`src/rtl/seg_scan_ctrl.sv`:
```
// Multiplexed 7-segment scan controller: drives one shared hex decoder and active-low anodes,
// with a dead gap between digits and tear-free frame-boundary commits of new display values.
module seg_scan_ctrl #(
   parameter int NUM_DIGITS  = 4,
   parameter int REFRESH_DIV = 50000,
   parameter int DEAD_CYC    = 500
) (
   input  logic                    clk,
   input  logic                    rst_n,
   input  logic                    enable,
   input  logic                    load_valid,
   output logic                    load_ready,
   input  logic [4*NUM_DIGITS-1:0] value_in,
   input  logic [NUM_DIGITS-1:0]   blank_mask,
   output logic [3:0]              dec_nibble,
   output logic [NUM_DIGITS-1:0]   an_n,
   output logic                    frame_tick
);

   localparam int CNT_MAX = (REFRESH_DIV > DEAD_CYC) ? REFRESH_DIV : DEAD_CYC;
   localparam int CNT_W   = $clog2(CNT_MAX) + 1;
   localparam int IDX_W   = $clog2(NUM_DIGITS);

   localparam logic [CNT_W-1:0] DEAD_LAST = CNT_W'(DEAD_CYC - 1);
   localparam logic [CNT_W-1:0] REF_LAST  = CNT_W'(REFRESH_DIV - 1);
   localparam logic [IDX_W-1:0] IDX_LAST  = IDX_W'(NUM_DIGITS - 1);

   typedef enum logic {DEAD, DRIVE} state_t;

   state_t                  state, state_nx;
   logic [CNT_W-1:0]        cnt, cnt_nx;
   logic [IDX_W-1:0]        idx, idx_nx;
   logic [4*NUM_DIGITS-1:0] disp_reg, shadow;
   logic                    pending;
   logic [NUM_DIGITS-1:0]   an_nx;
   logic                    frame_nx;
   logic                    leave_drive;
   logic                    commit;
   logic                    accept;

   // Next-state lookahead so every output can be registered yet track the current state.
   always_comb begin
      state_nx    = state;
      cnt_nx      = cnt + CNT_W'(1);
      idx_nx      = idx;
      leave_drive = 1'b0;
      if (state == DEAD) begin
         if (cnt == DEAD_LAST) begin
            state_nx = DRIVE;
            cnt_nx   = '0;
         end
      end else begin
         if (cnt == REF_LAST) begin
            leave_drive = 1'b1;
            state_nx    = DEAD;
            cnt_nx      = '0;
            idx_nx      = (idx == IDX_LAST) ? '0 : idx + IDX_W'(1);
         end
      end
      an_nx = '1;
      if (state_nx == DRIVE && enable && !blank_mask[idx_nx])
         an_nx[idx_nx] = 1'b0;
      frame_nx = (state_nx == DRIVE) && (cnt_nx == REF_LAST) && (idx_nx == IDX_LAST);
   end

   // frame_tick is high exactly during the frame-end cycle, so it doubles as the commit strobe.
   assign commit     = frame_tick && pending;
   assign accept     = load_valid && !pending;
   assign load_ready = !pending;

   always_ff @(posedge clk or negedge rst_n) begin
      if (!rst_n) begin
         state      <= DEAD;
         cnt        <= '0;
         idx        <= '0;
         an_n       <= '1;
         frame_tick <= 1'b0;
         dec_nibble <= '0;
         disp_reg   <= '0;
         shadow     <= '0;
         pending    <= 1'b0;
      end else begin
         state      <= state_nx;
         cnt        <= cnt_nx;
         idx        <= idx_nx;
         an_n       <= an_nx;
         frame_tick <= frame_nx;
         // Digit 0 of a freshly committed frame must already show the new value.
         if (leave_drive)
            dec_nibble <= commit ? shadow[4*idx_nx +: 4] : disp_reg[4*idx_nx +: 4];
         if (commit) begin
            disp_reg <= shadow;
            pending  <= 1'b0;
         end else if (accept) begin
            shadow  <= value_in;
            pending <= 1'b1;
         end
      end
   end

endmodule

```
`config.mk`:
```
export PLATFORM = sky130hd
export DESIGN_NAME = seg_scan_ctrl
export DESIGN_NICKNAME = d
export VERILOG_FILES = /design/src/rtl/seg_scan_ctrl.sv
export SDC_FILE = /design/constraint.sdc
export NUM_CORES = 1
export LEC_CHECK = 0
export CORE_MARGIN = 3
export CORE_UTILIZATION = 52
export CTS_BUF_LIST = sky130_fd_sc_hd__clkbuf_4 sky130_fd_sc_hd__clkbuf_8
export DETAILED_ROUTE_END_ITERATION = 10
export GPL_TIMING_DRIVEN = 0
export PLACE_DENSITY = 0.78
export SKIP_CTS_REPAIR_TIMING = 1
export SLEW_MARGIN = 25
export SYNTH_ARGS = -nofsm -noshare
export SYNTH_HDL_FRONTEND = slang
export SYNTH_SLANG_ARGS = --single-unit
```
`constraint.sdc`:
```
create_clock -name clk -period 1.9 [get_ports clk]
set_input_delay 0.285 -clock clk [delete_from_list [all_inputs] [get_ports clk]]
set_output_delay 0.285 -clock clk [all_outputs]
set_load 0.01 [all_outputs]
```
==> summary.txt <==
Run status
  – Status: finished, violations left
  – Failing checks: setup timing

Cells and area
  – Max reg flops: 17
  – Most frequent cells in the layout: dfrtp_1, mux2_2, clkdlybuf4s50_1
  – N_diodes: 0
  – Final Util: 70.14%
  – Final nets: 305
  – Syn-to-layout area delta: 28.26%
  – Share of cells above drive strength 1: 36.27%
  – Commonest non-fill, non-tap cell in the layout: dfrtp_1

Worst setup path
  – Worst Path Arrival: 2340 ps
  – R2R depth: 5
  – Reg2reg end: an_n[0]
  – Required @ worst endpoint: 2140 ps
  – CP Launch Type: flip-flop
  – Flop-to-flop setup slack: -200 ps
  – Crit-path max FO: 6
  – Worst setup EP type: flip-flop
  – Worst Path Class, Setup: reg -> reg
  – Worst r2r src: cnt[11]

Route
  – Wirelength per Cell: 15.13 microns
  – Residual DRC count: 0
  – Post-DR vias/cell: 5.398
  – DR vias: 1,911
  – Router iterations before antenna repair: 4
  – Detail Route Antenna Nets: 0
  – DRT iter0 DRCs: 87
  – Drt total wl: 5356 microns

STA
  – RSZ-0062 raised after global routing: yes
  – Final hold viol count: 0
  – Least-Margin Pin Slew: 519.4 ps
  – Crit share post-route: 110.7%
  – Worst setup margin: -203.0 ps
  – Final hold slack: 426.4 ps
  – Final Setup Violations: 10
  – Rel. slew slack: 65.37%
  – Max Freq: 475.5 MHz
  – Final worst path period need: 2103 ps
  – Max Clock Skew: 9.969 ps
  – Max-slew violations: 0

Power and ir drop
  – Clock share of power: 43.6%
  – Cell Pwr Density: 699.7 nW/um^2
  – Sw Share: 21.14%
  – Seq pwr share: 52.7%
  – Combinational Power Share: 3.7%
  – Pleak: 1.640 nW
  – Sw power: 0.0005400 W
  – Internal Power: 0.002015 W
  – Worst VDD drop: 562.2 uV

Floorplanning
  – Width of the die: 79.99 microns
  – DIE HEIGHT: 79.99 microns
  – Die area: 6398 sq um
  – Core area: 5205 sq um
  – Ports: 34
  – Initial Util: 54.69%
  – Row count: 26

Logic synthesis
  – Top cell type's share of synthesized area: 50.99%
  – Synth top area cells: dfrtp_1, mux2_2, dfstp_2
  – Avg Inst Size Synth: 12.65 sq um
  – Synth area leader: dfrtp_1
  – Mapped Nets: 251
  – Seq/Total Area, Yosys: 54.68%
  – Mapped cell area: 2846 sq um
  – Post-synth EDFFs: 0
  – Synthesized flop and latch total: 62
  – Synth warnings: 0
  – Ys flop type: dfrtp_1
  – FFs w/ async S/R, synth: 100.0%
  – Synth Instances: 225
  – Yosys cell types: 47

Clock tree
  – Clock Pin Slew Worst Setup and Hold Paths: 70 ps
  – CTS Sinks: 62
  – Clk Latency, worst-skew pair: 330 ps
  – Cts bufs inserted: 9
  – Root Buffer: clkbuf_8
  – CTS H-tree lvls: 3
  – CTS tree: done
  – Bufs on Longest Clock Path: 2

Run
  – Max cap viols: 0

Placed design
  – Setup WS pre-CTS: -408.5 ps
  – Post-DP HPWL: 3662 microns
  – RePlAce Congestion: 0.7904
  – Port Buffer Count: 33

Global routing
  – Vias in the first global route: 1,850
  – First-pass GRT wire length: 8583 microns
  – Initial antenna violation count: 0
  – Largest net degree at the start of global routing: 35
  – Total global routing overflow: 0
  – GRT Total Usage: 17.47%

Hold path
  – Worst min-delay path category: in -> async
-- synthesized netlist by cell type, types with 3 or more instances --
library cell,number
nand2_1,15
dfstp_2,4
o21ai_0,3
nor4_1,4
nor3_1,4
nand3_1,5
xnor2_1,9
xor2_1,6
nor2_1,19
dfrtp_1,58
mux2_2,40
o21ai_1,4
mux2i_1,5
clkbuf_1,3
inv_1,5
-- routing by layer --
layer  track usage (%)  vias to the layer above  wire, microns
li1                  -                      916              -
met4             7.601                        0             36
met2             25.66                       38           2559
met1             25.09                      952           2547
met3             3.499                        5            214
met5                 0                        -              0
-- final cells by class --
type                    count  area [sq um]
well taps                  70         87.58
plain buffers               6         36.28
fillers                   379          1554
clock buffers              10         131.4
repair buffers             43         415.4
flip-flops and latches     62          1562
multi-input cells         152          1339
clock inverters             6         61.31
inverters                   5         18.77
-- stage by stage --
step	total power [W]	std cells	TNS, ps	cell area, sq um
global route	0.002646	354	-2330	3651
CTS	0.002587	345	-4029	3485
finish	0.002555	354	-1014	3651
floorplan	0.001384	225	-216.8	2856
detailed placement	0.001467	329	-6936	3292
global placement	0.001459	328	-91590	3274
-- worst max path at each step --
stage                     cells past startpoint          to  slack, ps        from
after floorplan                               5     an_n[0]       -110     cnt[11]
after global placement                        1      cnt[5]      -1420       rst_n
after detailed placement                      5   shadow[8]       -410  load_valid
after CTS                                     6  frame_tick       -380      cnt[0]
after global routing                          5  frame_tick       -340      cnt[5]
final                                         5     an_n[0]       -200     cnt[11]
-- cell families after synthesis --
| logic type | Yosys count | share of synthesized area, % |
|---|---|---|
| simple gates | 74 | 16.35 |
| compound gates | 14 | 3.561 |
| fa+ha+maj | 2 | 0.8790 |
| mux | 47 | 18.37 |
| xor+xnor | 15 | 4.616 |
| buf+inv | 11 | 1.538 |
| flops | 62 | 54.68 |
-- critical path: stages (launching register included) --
cell	delay, ps
dfrtp_2	440
or4_4	570
nor4b_4	250
o2111ai_1	140
o31a_1	140
or4b_1	480
-- power by group through the flow --
stage	combinational, W	sequential (W)	clock (W)
6_report	0.0000950	0.00135	0.00111
5_1_grt	0.000105	0.00135	0.00119
4_1_cts	0.0000967	0.00135	0.00114
3_5_place_dp	0.0000955	0.00137	0
3_3_place_gp	0.0000893	0.00137	0
2_1_floorplan	0.0000167	0.00137	0
Power figures use the tool's default switching activity.
